===== src/rtl/alu_issue_ctrl.sv =====
// Issue controller for a combinational 8-bit ALU: accepts 16-bit instructions, reads a 4x8
// register file, drives registered ALU ports, retires results. Option macro: ALU_ISSUE_CMP_EN.
module alu_issue_ctrl #(
  parameter int NREGS = 4
) (
  input  logic        clk,
  input  logic        rst,
  input  logic        in_valid,
  output logic        in_ready,
  input  logic [15:0] in_instr,
  output logic [3:0]  alu_operation,
  output logic [7:0]  alu_operand1,
  output logic [7:0]  alu_operand2,
  input  logic [7:0]  alu_result,
  input  logic        alu_zero,
  input  logic        alu_overflow,
  input  logic        alu_carry,
  input  logic        alu_negative,
  output logic        done,
  output logic        illegal,
  output logic [7:0]  result_out,
  output logic [3:0]  status,
  input  logic [1:0]  dbg_addr,
  output logic [7:0]  dbg_data
);

  // state | meaning
  // IDLE  | ready for an instruction; ALU ports hold last values
  // EXEC  | ALU ports stable; result and flags sampled at the end of the cycle
  // DONE  | done (and illegal if pending) pulse for one cycle

  localparam logic [3:0] OP_ADD = 4'h0;
  localparam logic [3:0] OP_SUB = 4'h1;
  localparam logic [3:0] OP_SHL = 4'h2;
  localparam logic [3:0] OP_SHR = 4'h3;
  localparam logic [3:0] OP_AND = 4'h4;
  localparam logic [3:0] OP_OR  = 4'h5;
  localparam logic [3:0] OP_XOR = 4'h6;

`ifdef ALU_ISSUE_CMP_EN
  localparam logic CMP_EN = 1'b1;
`else
  localparam logic CMP_EN = 1'b0;
`endif

  typedef enum logic [1:0] {
    S_IDLE = 2'd0,
    S_EXEC = 2'd1,
    S_DONE = 2'd2
  } state_t;

  state_t state_q, state_nx;

  logic [7:0] regs [NREGS];
  logic [1:0] rd_q;
  logic       cmp_q;
  logic       illegal_q;
  logic       accept;
  logic       capture;
  logic       op_legal;
  logic       wb_en;

  logic [3:0] in_op;
  logic [1:0] in_rd;
  logic       in_imm_sel;
  logic       in_cmp;
  logic [7:0] in_imm8;
  logic [1:0] in_rs;

  assign in_op      = in_instr[15:12];
  assign in_rd      = in_instr[11:10];
  assign in_imm_sel = in_instr[9];
  assign in_cmp     = in_instr[8];
  assign in_imm8    = in_instr[7:0];
  assign in_rs      = in_instr[1:0];

  always_comb begin
    op_legal = 1'b0;
    case (alu_operation)
      OP_ADD, OP_SUB, OP_SHL, OP_SHR, OP_AND, OP_OR, OP_XOR: op_legal = 1'b1;
      default: op_legal = 1'b0;
    endcase
  end

  // Compare form keeps flags and result but skips the register write.
  assign wb_en = capture & op_legal & ~(CMP_EN & cmp_q);

  always_ff @(posedge clk or posedge rst) begin
    if (rst) state_q <= S_IDLE;
    else     state_q <= state_nx;
  end

  always_comb begin
    state_nx = state_q;
    in_ready = 1'b0;
    done     = 1'b0;
    illegal  = 1'b0;
    accept   = 1'b0;
    capture  = 1'b0;
    case (state_q)
      S_IDLE: begin
        in_ready = 1'b1;
        if (in_valid) begin
          accept   = 1'b1;
          state_nx = S_EXEC;
        end
      end
      S_EXEC: begin
        capture  = 1'b1;
        state_nx = S_DONE;
      end
      S_DONE: begin
        done     = 1'b1;
        illegal  = illegal_q;
        state_nx = S_IDLE;
      end
      default: state_nx = S_IDLE;
    endcase
  end

  // Operands are latched on accept so later in_instr activity never reaches the ALU.
  always_ff @(posedge clk or posedge rst) begin
    if (rst) begin
      alu_operation <= 4'h0;
      alu_operand1  <= 8'h00;
      alu_operand2  <= 8'h00;
      rd_q          <= 2'd0;
      cmp_q         <= 1'b0;
      illegal_q     <= 1'b0;
      result_out    <= 8'h00;
      status        <= 4'h0;
    end else begin
      if (accept) begin
        alu_operation <= in_op;
        alu_operand1  <= regs[in_rd];
        alu_operand2  <= in_imm_sel ? in_imm8 : regs[in_rs];
        rd_q          <= in_rd;
        cmp_q         <= in_cmp;
      end
      if (capture) begin
        illegal_q <= ~op_legal;
        if (op_legal) begin
          status     <= {alu_zero, alu_overflow, alu_carry, alu_negative};
          result_out <= alu_result;
        end
      end
    end
  end

  always_ff @(posedge clk or posedge rst) begin
    if (rst) begin
      for (int i = 0; i < NREGS; i++) regs[i] <= 8'h00;
    end else begin
      for (int i = 0; i < NREGS; i++) begin
        if (wb_en && (rd_q == 2'(i))) regs[i] <= alu_result;
      end
    end
  end

  assign dbg_data = regs[dbg_addr];

endmodule

===== config.mk =====
export PLATFORM = sky130hd
export DESIGN_NAME = alu_issue_ctrl
export DESIGN_NICKNAME = d
export VERILOG_FILES = /design/src/rtl/alu_issue_ctrl.sv
export SDC_FILE = /design/constraint.sdc
export NUM_CORES = 1
export LEC_CHECK = 0
export CORE_MARGIN = 1
export CORE_UTILIZATION = 54
export CTS_CLUSTER_DIAMETER = 30
export DETAILED_ROUTE_END_ITERATION = 10
export GPL_TIMING_DRIVEN = 0
export PLACE_DENSITY = 0.95
export SLEW_MARGIN = 20
export SYNTH_ARGS = -nofsm -noshare
export SYNTH_HDL_FRONTEND = slang
export SYNTH_SLANG_ARGS = --single-unit

===== constraint.sdc =====
create_clock -name clk -period 4.6 [get_ports clk]
set_input_delay 1.38 -clock clk [delete_from_list [all_inputs] [get_ports clk]]
set_output_delay 1.38 -clock clk [all_outputs]
set_load 0.02 [all_outputs]

==> impl_metrics.py, run 1 <==
metrics = {
    "clock_network": {
        "cts_setup_buffers": 0,
        "cts_buffer_depth": 2,
        "cts_resized": 0,
        "cts_tree": "done",
        "clock-sinks": 69,
        "clk_pin_slew_ps": 70,
        "numCtsBuffers": 9,
        "clk_latency_ps": 350,
        "cts_root_buf": "clkbuf_8",
        "cts_max_level": 3,
        "cts.hold.buffers_added": 0,
    },
    "setup_path": {
        "r2r_end": "regs[14]$_DFFE_PP0P_",
        "crit_type": "in -> out",
        "cp.arrival_ps": 2800,
        "rr_worst_depth": 3,
        "crit_required_ps": 3220,
        "timing.rr.start": "state_q[1]$_DFFE_PP0P_",
        "worstSetupStartpointType": "input pin",
        "max_stage_delay_ps": 560,
        "crit_path_cell_trace": "buf_1, mux4_2, clkdlybuf4s50_1",
        "rrSetupSlack_ps": 2860,
        "end_kind": "output port",
        "slowest_stage": "clkdlybuf4s50_1",
        "cp_max_fo": 8,
    },
    "finish": {
        "num_antenna_cells": 0,
        "drive_above_1_share_pct": 38.4,
        "layout_commonest_cell": "dfrtp_1",
        "final_util_pct": 75.0,
        "final_cell_mix": "dfrtp_1 (69), clkdlybuf4s50_1 (67), mux2_2 (60), mux4_2 (22)",
        "area_delta_synth_final_pct": 30.6,
        "fin_nets": 317,
    },
    "global_route": {
        "first_global_vias": 2259,
        "grt_pass1_wl_microns": 11900,
        "track_usage_pct": 26.4,
        "antenna_found_initial": 0,
        "met3_usage_pct": 5.14,
        "grt_max_degree": 55,
        "gr-total-overflow": 0,
        "met1_usage_pct": 32.3,
        "grt.busiest_layer": "met2",
        "grt_util_met2_pct": 45.5,
    },
    "timing": {
        "clock_skew_ps": 5.87,
        "max_clock_freq_mhz": 239,
        "finalCritPeriodShare_pct": 90.9,
        "period_minus_slack_ps": 4180,
        "rsz0062_at_grt": "false",
        "relSlewSlack_pct": 57.2,
        "setup-tns-final_ps": 0,
        "fin_ws_ps": 418,
        "finalHoldViolations": 0,
        "slew_violations": 0,
        "worstMarginPinSlew_ps": 642,
        "setup_viol": 0,
    },
    "detailed_routing": {
        "drt-vias-per-instance": 5.97,
        "wl_per_cell_microns": 20.7,
        "drcViolationCount": 0,
        "detail-route-antenna-nets": 0,
        "vias": 2154,
        "first_pass_iters": 4,
        "routed_wl_microns": 7480,
        "drtIter0Drc": 95,
    },
    "synth": {
        "yosysWarningCount": 0,
        "muxShareOfSynthArea_pct": 38.4,
        "synth_top_area_share_pct": 53.0,
        "ys_ff_latch": 69,
        "syn_avg_cell_area_sq_um": 15.9,
        "yosysUniqueCellTypes": 25,
        "ys_top_cells_by_area": "dfrtp_1 (53%), mux2_2 (21%), mux4_2 (15%)",
        "synth_top_cell_by_area": "dfrtp_1",
        "synth_top_family_by_area": "multiplexers",
        "synth_xor_area_share_pct": 0,
        "synth_fa_ha_area_share_pct": 0,
        "synth-simple-area-share_pct": 4.91,
        "synth_cells": 205,
        "syn_nets": 238,
        "netlist_area_sq_um": 3260,
        "yosysSeqAreaShare_pct": 53.0,
        "synth-compound-area-share_pct": 1.84,
    },
    "power": {
        "p_leak_nw": 1.74,
        "peakVddDrop_mv": 0.431,
        "cellPowerDensity_nw_per_um2": 666,
        "p_total_mw": 2.84,
    },
    "die": {
        "rows": 27,
        "dieHeight_microns": 79.7,
        "core_region_area_sq_um": 5680,
        "die_area_sq_um": 6350,
        "fp.dieW_microns": 79.7,
        "start_util_pct": 57.5,
        "pin_count": 76,
    },
    "hold_path": {
        "whs_path_depth": 1,
        "hold_path_end": "status[0]$_DFFE_PP0P_",
        "hold_class": "reg -> reg",
        "hp-start": "status[0]$_DFFE_PP0P_",
    },
    "placement": {
        "port_buffers": 67,
        "post-place-ws_ps": 421,
        "place_congestion": 0.766,
        "dp_hpwl_microns": 4990,
    },
    "job": {
        "maxCapViolations": 0,
    },
    "outcome": {
        "status": "completed",
    },
}
==> worst max-delay path: cells and delay by family <==
kind	cells	cell delay, ps
buf+inv	2	1000
mux	1	420
==> through the flow <==
stage / cells / hold WS (ps) / cell area (sq um)
after floorplan: 205 / 456 / 3260
after CTS: 361 / 509 / 4260
after global routing: 361 / 514 / 4260
after detailed placement: 345 / 493 / 4050
final: 361 / 506 / 4260
after global placement: 344 / 470 / 4020
==> Yosys cell counts <==
library cell / number
dfrtp_1: 69
mux2_2: 60
mux4_2: 22
nor2_1: 10
mux2i_1: 8
a21oi_1: 6
buf_2: 6
buf_1: 3
a31oi_1: 2
nand4b_2: 2
o21ai_0: 2
or3_1: 2
and2_1: 1
and2b_1: 1
clkbuf_1: 1
clkbuf_8: 1
inv_1: 1
nand2_2: 1
nand3_1: 1
nand3_2: 1
nand4_2: 1
nor2b_1: 1
nor3b_1: 1
nor3b_4: 1
o21a_1: 1
==> sequential cells by signal, indices dropped and copies added, names as in the netlist <==
| name | cells |
|---|---|
| illegal_q | 1 |
| rd_q | 2 |
| alu_operation | 4 |
| regs | 32 |
| status | 4 |
| state_q | 2 |
| alu_operand1 | 8 |
| result_out | 8 |
| alu_operand2 | 8 |
==> layer usage <==
layer	wire, microns	vias to the layer above
met5	0	-
met4	142	0
met3	372	15
met2	3970	81
met1	3000	1121
li1	-	937
==> worst max path at each step <==
stage	start	to	slack (ps)	depth (start not counted)
4_1_cts	dbg_addr[0]	dbg_data[5]	410	3
5_1_grt	dbg_addr[0]	dbg_data[5]	370	3
2_1_floorplan	dbg_addr[0]	dbg_data[0]	1010	2
3_5_place_dp	dbg_addr[0]	dbg_data[3]	420	3
3_3_place_gp	rst	status[0]$_DFFE_PP0P_	390	2
6_report	dbg_addr[1]	dbg_data[5]	420	3
==> layout make-up <==
| cell class | instances | area, sq um |
|---|---|---|
| Buffer | 11 | 58.8 |
| Clock inverter | 5 | 75.1 |
| Sequential cell | 69 | 1730 |
| Fill cell | 355 | 1420 |
| Timing Repair Buffer | 68 | 698 |
| Tap cell | 72 | 90.1 |
| Inverter | 1 | 6.26 |
| Multi-Input combinational cell | 124 | 1470 |
| Clock buffer | 11 | 131 |
==> where the power goes <==
| group | leakage, nW | switching [mW] | internal, mW | total, mW |
|---|---|---|---|---|
| Clock | 0.107 | 0.227 | 0.303 | 0.530 |
| Sequential | 0.800 | 0.229 | 0.889 | 1.12 |
| Combinational | 0.831 | 0.488 | 0.700 | 1.19 |
==> logic make-up after synthesis <==
group                  Yosys count
DFF                             69
buffers and inverters           12
AOI/OAI and AO/OA               11
muxes                           90
and+or+nand+nor                 23
Note: power is estimated with default switching activity, not from simulation.
==> run 2, diff against run 1 <==
==> constraint.sdc (replaced) <==
create_clock -name clk -period 5.3 [get_ports clk]
set_input_delay 1.59 -clock clk [delete_from_list [all_inputs] [get_ports clk]]
set_output_delay 1.59 -clock clk [all_outputs]
set_load 0.02 [all_outputs]
==> results of run 2 <==
Same layout as run 1 (identical final DEF). Status: completed.
Main changes from that run: setup slack after placement 421 ps -> 701 ps; setup slack after layout 418 ps -> 698 ps; register-to-register setup slack 2860 ps -> 3560 ps; total power 2.84 mW -> 2.46 mW; worst IR drop on VDD 0.431 mV -> 0.374 mV
